`config.mk`:
```
export PLATFORM = sky130hd
export DESIGN_NAME = wgt_fifo_ctrl_flat
export DESIGN_NICKNAME = d
export VERILOG_FILES = /design/src/rtl/wgt_fifo_if.sv /design/src/rtl/wgt_fifo_ctrl.sv /design/src/flat_wrapper.sv
export SDC_FILE = /design/constraint.sdc
export NUM_CORES = 1
export LEC_CHECK = 0
export CORE_ASPECT_RATIO = 2
export CORE_UTILIZATION = 55
export CTS_BUF_LIST = sky130_fd_sc_hd__clkbuf_8
export DETAILED_ROUTE_END_ITERATION = 16
export GPL_TIMING_DRIVEN = 0
export PLACE_DENSITY = 0.86
export SYNTH_ARGS = -nofsm -noshare
export SYNTH_HDL_FRONTEND = slang
export SYNTH_SLANG_ARGS = --single-unit
```
`constraint.sdc`:
```
create_clock -name clk -period 5.5 [get_ports clk]
set_input_delay 1.1 -clock clk [delete_from_list [all_inputs] [get_ports clk]]
set_output_delay 1.1 -clock clk [all_outputs]
set_load 0.02 [all_outputs]
```
`src/rtl/wgt_fifo_if.sv`:
```
// Weight FIFO sequencer bus: tile configuration, DMA load handshake and the
// control strobes that go to the 16-lane weight FIFO array.
//   master : host/DMA/array side (drives start, config, load_valid, compute_go)
//   slave  : wgt_fifo_ctrl (drives FIFO strobes, status pulses, busy)
interface wgt_fifo_if #(
  parameter int NUM_FIFO = 16,
  parameter int LEN_W    = 13,
  parameter int PASS_W   = 8
);
  logic                start;
  logic [4:0]          num_filter;
  logic [LEN_W-1:0]    wgt_len;
  logic [PASS_W-1:0]   num_pass;
  logic                load_valid;
  logic                load_ready;
  logic                compute_go;
  logic                wr_en;
  logic [NUM_FIFO-1:0] rd_en;
  logic                rd_clr;
  logic                wr_clr;
  logic [4:0]          read_wgt_size;
  logic                load_done;
  logic                pass_done;
  logic                done;
  logic                busy;

  modport master (
    output start, num_filter, wgt_len, num_pass, load_valid, compute_go,
    input  load_ready, wr_en, rd_en, rd_clr, wr_clr, read_wgt_size,
           load_done, pass_done, done, busy
  );

  modport slave (
    input  start, num_filter, wgt_len, num_pass, load_valid, compute_go,
    output load_ready, wr_en, rd_en, rd_clr, wr_clr, read_wgt_size,
           load_done, pass_done, done, busy
  );
endinterface

```
`src/rtl/wgt_fifo_ctrl.sv`:
```
// Weight FIFO sequencer. Clears the FIFO array, loads one weight tile from the
// DMA stream, then replays it num_pass times with diagonally staggered per-lane
// read enables, rewinding the read pointers between passes.
// Ports:
//   clk  - clock
//   rst  - synchronous active-high reset
//   bus  - wgt_fifo_if.slave: start/config, load_valid/load_ready, compute_go,
//          wr_en, rd_en[NUM_FIFO], rd_clr, wr_clr, read_wgt_size, load_done,
//          pass_done, done, busy
module wgt_fifo_ctrl #(
  parameter int NUM_FIFO          = 16,
  parameter int MAX_WGT_FIFO_SIZE = 4608,
  parameter int LEN_W             = 13,
  parameter int PASS_W            = 8
) (
  input  logic       clk,
  input  logic       rst,
  wgt_fifo_if.slave  bus
);

  typedef enum logic [2:0] {
    S_IDLE, S_CLR, S_LOAD, S_WAIT_GO, S_READ, S_RCLR, S_DONE
  } state_t;

  state_t              state, state_d;
  // One counter serves as the beat counter in LOAD and as rd_cnt in READ;
  // the two phases never overlap.
  logic [LEN_W-1:0]    cnt;
  logic [PASS_W-1:0]   pass_idx;
  logic [4:0]          nf_q;
  logic [LEN_W-1:0]    len_q;
  logic [PASS_W-1:0]   np_q;
  logic                load_done_q;
  logic [NUM_FIFO-1:0] rd_en_d;

  // Sanitised configuration, applied only when a start is accepted.
  logic              start_ok;
  logic [4:0]        nf_sat;
  logic [LEN_W-1:0]  len_sat;
  logic [PASS_W-1:0] np_sat;

  assign start_ok = (state == S_IDLE) && bus.start && (bus.wgt_len != '0);
  assign nf_sat   = (bus.num_filter == 5'd0 || bus.num_filter > 5'(NUM_FIFO))
                    ? 5'(NUM_FIFO) : bus.num_filter;
  assign len_sat  = (bus.wgt_len > LEN_W'(MAX_WGT_FIFO_SIZE))
                    ? LEN_W'(MAX_WGT_FIFO_SIZE) : bus.wgt_len;
  assign np_sat   = (bus.num_pass == '0) ? PASS_W'(1) : bus.num_pass;

  logic             last_beat;
  logic [LEN_W-1:0] pass_last;
  logic             last_pass;

  assign last_beat = bus.load_valid && (cnt == len_q - LEN_W'(1));
  // A pass spans wgt_len + num_filter - 1 cycles: the last lane starts
  // num_filter-1 cycles after lane 0 and then streams wgt_len words.
  assign pass_last = len_q + LEN_W'(nf_q) - LEN_W'(2);
  assign last_pass = (pass_idx == np_q - PASS_W'(1));

  // NOTE: every signal written in always_comb gets a default first, so no
  // path through the case leaves it unassigned and no latch is inferred.
  always_comb begin
    state_d = state;
    unique case (state)
      S_IDLE:    if (start_ok) state_d = S_CLR;
      S_CLR:     state_d = S_LOAD;
      S_LOAD:    if (last_beat) state_d = S_WAIT_GO;
      S_WAIT_GO: if (bus.compute_go) state_d = S_READ;
      S_READ:    if (cnt == pass_last) state_d = last_pass ? S_DONE : S_RCLR;
      S_RCLR:    state_d = S_WAIT_GO;
      S_DONE:    state_d = S_IDLE;
      default:   state_d = S_IDLE;
    endcase
  end

  // NOTE: sequential state uses non-blocking assignments so every register
  // samples the pre-edge values regardless of statement order.
  always_ff @(posedge clk) begin
    if (rst) begin
      state       <= S_IDLE;
      cnt         <= '0;
      pass_idx    <= '0;
      nf_q        <= 5'(NUM_FIFO);
      len_q       <= '0;
      np_q        <= '0;
      load_done_q <= 1'b0;
    end else begin
      state       <= state_d;
      load_done_q <= (state == S_LOAD) && last_beat;
      if (start_ok) begin
        nf_q     <= nf_sat;
        len_q    <= len_sat;
        np_q     <= np_sat;
        cnt      <= '0;
        pass_idx <= '0;
      end
      case (state)
        S_LOAD:    if (bus.load_valid) cnt <= last_beat ? '0 : cnt + LEN_W'(1);
        S_WAIT_GO: cnt <= '0;
        S_READ:    cnt <= cnt + LEN_W'(1);
        S_RCLR:    pass_idx <= pass_idx + PASS_W'(1);
        default:   ;
      endcase
    end
  end

  // Diagonal stagger: lane i reads words 0..wgt_len-1 during rd_cnt i..i+wgt_len-1.
  always_comb begin
    rd_en_d = '0;
    if (state == S_READ) begin
      for (int i = 0; i < NUM_FIFO; i++) begin
        rd_en_d[i] = (5'(i) < nf_q) && (cnt >= LEN_W'(i)) &&
                     ({1'b0, cnt} < {1'b0, len_q} + (LEN_W+1)'(i));
      end
    end
  end

  assign bus.load_ready    = (state == S_LOAD);
  assign bus.wr_en         = (state == S_LOAD) && bus.load_valid;
  assign bus.rd_en         = rd_en_d;
  assign bus.wr_clr        = (state == S_CLR);
  assign bus.rd_clr        = (state == S_CLR) || (state == S_RCLR);
  assign bus.read_wgt_size = nf_q;
  assign bus.load_done     = load_done_q;
  assign bus.pass_done     = (state == S_RCLR) || (state == S_DONE);
  assign bus.done          = (state == S_DONE);
  assign bus.busy          = (state != S_IDLE);

endmodule
```
`src/flat_wrapper.sv`:
```
// flat-port wrapper written by rule: the top's interface ports become plain ports
module wgt_fifo_ctrl_flat 
#(
  parameter int NUM_FIFO          = 16,
  parameter int MAX_WGT_FIFO_SIZE = 4608,
  parameter int LEN_W             = 13,
  parameter int PASS_W            = 8
)
  (clk, rst, bus_start, bus_num_filter, bus_wgt_len, bus_num_pass, bus_load_valid, bus_compute_go, bus_load_ready, bus_wr_en, bus_rd_en, bus_rd_clr, bus_wr_clr, bus_read_wgt_size, bus_load_done, bus_pass_done, bus_done, bus_busy);
  wgt_fifo_if #(.NUM_FIFO(NUM_FIFO), .LEN_W(LEN_W), .PASS_W(PASS_W)) bus_i ();
  input  logic clk;
  input  logic rst;
  input wire logic [$bits(bus_i.start)-1:0] bus_start;
  input wire logic [$bits(bus_i.num_filter)-1:0] bus_num_filter;
  input wire logic [$bits(bus_i.wgt_len)-1:0] bus_wgt_len;
  input wire logic [$bits(bus_i.num_pass)-1:0] bus_num_pass;
  input wire logic [$bits(bus_i.load_valid)-1:0] bus_load_valid;
  input wire logic [$bits(bus_i.compute_go)-1:0] bus_compute_go;
  output wire logic [$bits(bus_i.load_ready)-1:0] bus_load_ready;
  output wire logic [$bits(bus_i.wr_en)-1:0] bus_wr_en;
  output wire logic [$bits(bus_i.rd_en)-1:0] bus_rd_en;
  output wire logic [$bits(bus_i.rd_clr)-1:0] bus_rd_clr;
  output wire logic [$bits(bus_i.wr_clr)-1:0] bus_wr_clr;
  output wire logic [$bits(bus_i.read_wgt_size)-1:0] bus_read_wgt_size;
  output wire logic [$bits(bus_i.load_done)-1:0] bus_load_done;
  output wire logic [$bits(bus_i.pass_done)-1:0] bus_pass_done;
  output wire logic [$bits(bus_i.done)-1:0] bus_done;
  output wire logic [$bits(bus_i.busy)-1:0] bus_busy;
  assign bus_i.start = bus_start;
  assign bus_i.num_filter = bus_num_filter;
  assign bus_i.wgt_len = bus_wgt_len;
  assign bus_i.num_pass = bus_num_pass;
  assign bus_i.load_valid = bus_load_valid;
  assign bus_i.compute_go = bus_compute_go;
  assign bus_load_ready = bus_i.load_ready;
  assign bus_wr_en = bus_i.wr_en;
  assign bus_rd_en = bus_i.rd_en;
  assign bus_rd_clr = bus_i.rd_clr;
  assign bus_wr_clr = bus_i.wr_clr;
  assign bus_read_wgt_size = bus_i.read_wgt_size;
  assign bus_load_done = bus_i.load_done;
  assign bus_pass_done = bus_i.pass_done;
  assign bus_done = bus_i.done;
  assign bus_busy = bus_i.busy;
  wgt_fifo_ctrl #(.NUM_FIFO(NUM_FIFO), .MAX_WGT_FIFO_SIZE(MAX_WGT_FIFO_SIZE), .LEN_W(LEN_W), .PASS_W(PASS_W)) u_core (.clk(clk), .rst(rst), .bus(bus_i));
endmodule
```
==> impl_metrics.yaml <==
cts:
  numCtsBuffers: 5
  clkSinkCount: 51
  htreeDepth: 2
  cts_tree: "done"
  clk_latency_ns: 0.32
  clk_pin_slew_ns: 0.09
  cts-root-buf: "clkbuf_8"
  clock_path_buffers: 2
  ctsHoldBuffers: 0
worst_setup_path:
  cp.arrival_ns: 4.36
  crit_buf_inv: 3
  cp.required_ns: 4.40
  crit_slowest_cell: "clkdlybuf4s50_1"
  start_kind: "flop"
  crit_chain: "buf_4 -> clkinvlp_4 -> ha_1 -> a21oi_2 -> nor2_1 -> xnor2_1 -> ha_1 -> a21o_1 -> a21oi_1 -> nor2b_1 -> o21ai_0 -> nand2b_1 -> a2111oi_2 -> o21a_1 -> clkdlybuf4s50_1"
  ff2ff_setup_slack_ns: 1.04
  max_stage_delay_ns: 0.60
  critPathMostFrequentCell: "ha_1"
  r2r_end: "u_core.state[1]"
  cp_top_family: "compound AO/OA/AOI/OAI gates"
  crit_type: "flop to output port"
  rr_worst_depth: 11
  critPathCaptureType: "output port"
  r2r-start: "u_core.len_q[5]"
  crit_fanout: 8
drt:
  drc_errors: 0
  ant_nets: 0
  drt_pass1_iterations: 5
  dr.first_iter.drc_count: 542
  drt_wl_total_um: 40700
  vias: 11095
  viasPerCell: 6.55
  wire_per_inst_um: 24.0
pwr:
  vdd_drop_max_v: 0.000201
  power_frac_seq_pct: 29.1
  comb_power_share_pct: 53.4
  clockPowerShare_pct: 17.5
  p_sw_share_pct: 42.5
  p_per_area_nw_per_um2: 125
  power.leakage_nw: 4.81
  switchingPower_mw: 0.622
  p_int_mw: 0.841
yosys:
  netlist_area_um2: 10500
  synthDistinctLibCells: 79
  synth_top_cell_area_share_pct: 26.9
  yosysWarnings: 0
  avgSynthCellArea_um2: 7.61
  synthCells: 1374
  synth_ff_type: "dfxtp_1"
  ys_top_cells_by_area: "ha_1 (27%), xnor2_1 (13%), dfxtp_1 (9.8%)"
  ys_top_cells_by_count: "ha_1 (225), xnor2_1 (159), nor2_1 (129)"
  ys_seq_area_share_pct: 9.77
  post-synth-top-count-cell: "ha_1"
  synth_edf_count: 0
  synth_top_area_cell: "ha_1"
  synth.ff_latch_count: 51
  syn-num-nets: 1631
  ys_async_sr_fraction_pct: 0
die:
  rows: 71
  die_w_um: 99.5
  die_y_um: 197
  core_area_um2: 18700
  die_area_um2: 19600
  io_pins: 60
  initial_core_util_pct: 55.8
place:
  gp_congestion: 1.03
  place_hpwl_um: 32100
  place_area_um2: 11300
  numPortBuffers: 58
sta:
  worst_clock_skew_ns: 0.00900
  hold_viol_final: 0
  max_freq_ghz: 0.183
  fin_hold_ws_ns: 0.524
  min_period_ns: 5.46
  setup_viol: 0
  finalCritPeriodShare_pct: 99.4
  worstMarginPinSlew_ns: 1.32
  rsz0062_at_grt: "yes"
  slew_headroom_pct: 11.6
  maxSlewViolCount: 0
grt:
  overflow: 0
  grt_max_degree: 23
  grtUsageTotal_pct: 42.4
  grt_pass1_vias: 11342
  grt_antenna_before_repair: 1
  grt_first_pass_wirelength_um: 62000
min_path:
  holdPathEnd: "u_core.np_q[3]"
  hp-start: "u_core.np_q[3]"
  hold_path.class: "flop to flop"
  holdPathStages: 2
status:
  outcome: "finished clean"
layout:
  final_util_pct: 62.5
  diodes: 0
  fin_nets: 1696
  layout-drive-gt1-share_pct: 5.91
  syn2layout_area_growth_pct: 12.0
  final_area_um2: 11700
run:
  cap_violations: 0
[power groups by stage]
stage          sequential [mW]  clock [mW]  combinational (mW)
2_1_floorplan            0.417           0               0.525
3_3_place_gp             0.431           0               0.726
3_5_place_dp             0.431           0               0.743
4_1_cts                  0.423       0.258               0.757
5_1_grt                  0.426       0.273               0.855
6_report                 0.426       0.256               0.781
[how the worst max path moves through the flow]
stage / startpoint / endpoint / cells after the start
global placement: u_core.len_q[3] / bus_rd_en[12] / 15
detailed placement: u_core.len_q[4] / bus_rd_en[2] / 14
floorplan: u_core.len_q[3] / bus_rd_en[12] / 14
CTS: u_core.len_q[1] / bus_rd_en[11] / 17
finish: u_core.len_q[2] / bus_rd_en[6] / 15
global route: u_core.len_q[1] / bus_rd_en[7] / 17
[tightest hold or removal path, stage by stage, from the launching register on]
cell and delay [ns]:
dfxtp_1 0.36, nand2_1 0.07, a21oi_1 0.06
[area by class of cell]
type / instances / area, um2
fillers: 1757 / 7040
clock buffers: 5 / 68.8
well taps: 255 / 319
flip-flops and latches: 51 / 1030
clock inverters: 2 / 33.8
repair buffers: 59 / 599
plain buffers: 69 / 337
inverters: 66 / 256
multi-input cells: 1187 / 9070
[state kept, by name (all words and copies together) (netlist names)]
| register | count |
|---|---|
| u_core.len_q | 13 |
| u_core.bus.read_wgt_size | 5 |
| u_core.state | 3 |
| u_core.cnt | 13 |
| u_core.bus.load_done | 1 |
| u_core.np_q | 8 |
| u_core.pass_idx | 8 |
[cells in the final DEF (no fill, tap or decap), types with 9 or more instances in the layout]
| cell type | instances |
|---|---|
| ha_1 | 223 |
| xnor2_1 | 159 |
| nor2_1 | 126 |
| nand2_1 | 105 |
| a21oi_1 | 68 |
| o21ai_0 | 65 |
| inv_1 | 61 |
| clkdlybuf4s50_1 | 52 |
| dfxtp_1 | 46 |
| clkbuf_1 | 38 |
| nor3_1 | 33 |
| nand3_1 | 33 |
| nor2b_1 | 29 |
| a21o_1 | 25 |
| xor2_1 | 23 |
| a211oi_1 | 20 |
| o21a_1 | 20 |
| nand2b_1 | 18 |
| and3_1 | 18 |
| a31oi_1 | 16 |
| o22ai_1 | 14 |
| nand4_1 | 11 |
| a22oi_1 | 11 |
| or3_1 | 10 |
| and4_1 | 10 |
| a21boi_0 | 10 |
| o2111ai_1 | 10 |
| buf_2 | 9 |
| a221oi_1 | 9 |
[logic make-up after synthesis]
kind of cell	count (synthesis)	synth area share (%)
adders and majority gates	226	27.1
muxes	5	0.623
buffers and inverters	136	5.11
AOI/OAI and AO/OA	334	21.1
and+or+nand+nor	439	20.8
xor gates and xnor gates	183	15.5
DFF	51	9.77
[layer usage]
metal	wire length [um]	up-vias	track usage, %
li1	-	5071	-
met5	13	-	0
met2	19700	619	74.7
met3	2730	313	7.55
met4	5350	2	46.8
met1	12900	5090	38.3
[stage by stage]
step	cells	worst slack (ns)	total power, mW	TNS (ns)
floorplan	1374	0.159	0.943	0
global placement	1687	-1.21	1.16	-7.89
detailed placement	1687	-1.18	1.17	-7.89
CTS	1693	0.0127	1.44	0
global route	1694	-0.212	1.55	-0.305
finish	1694	0.0352	1.46	0
[repair_timing]
item                                    in CTS  in global routing
endpoints found under the setup margin      15                 12
buffers inserted                             0                  1
pin swaps                                    0                  2
hold endpoints to repair                     0                  0
gates resized for setup                     47                 35
No activity file was read; power rests on OpenSTA's default activity.
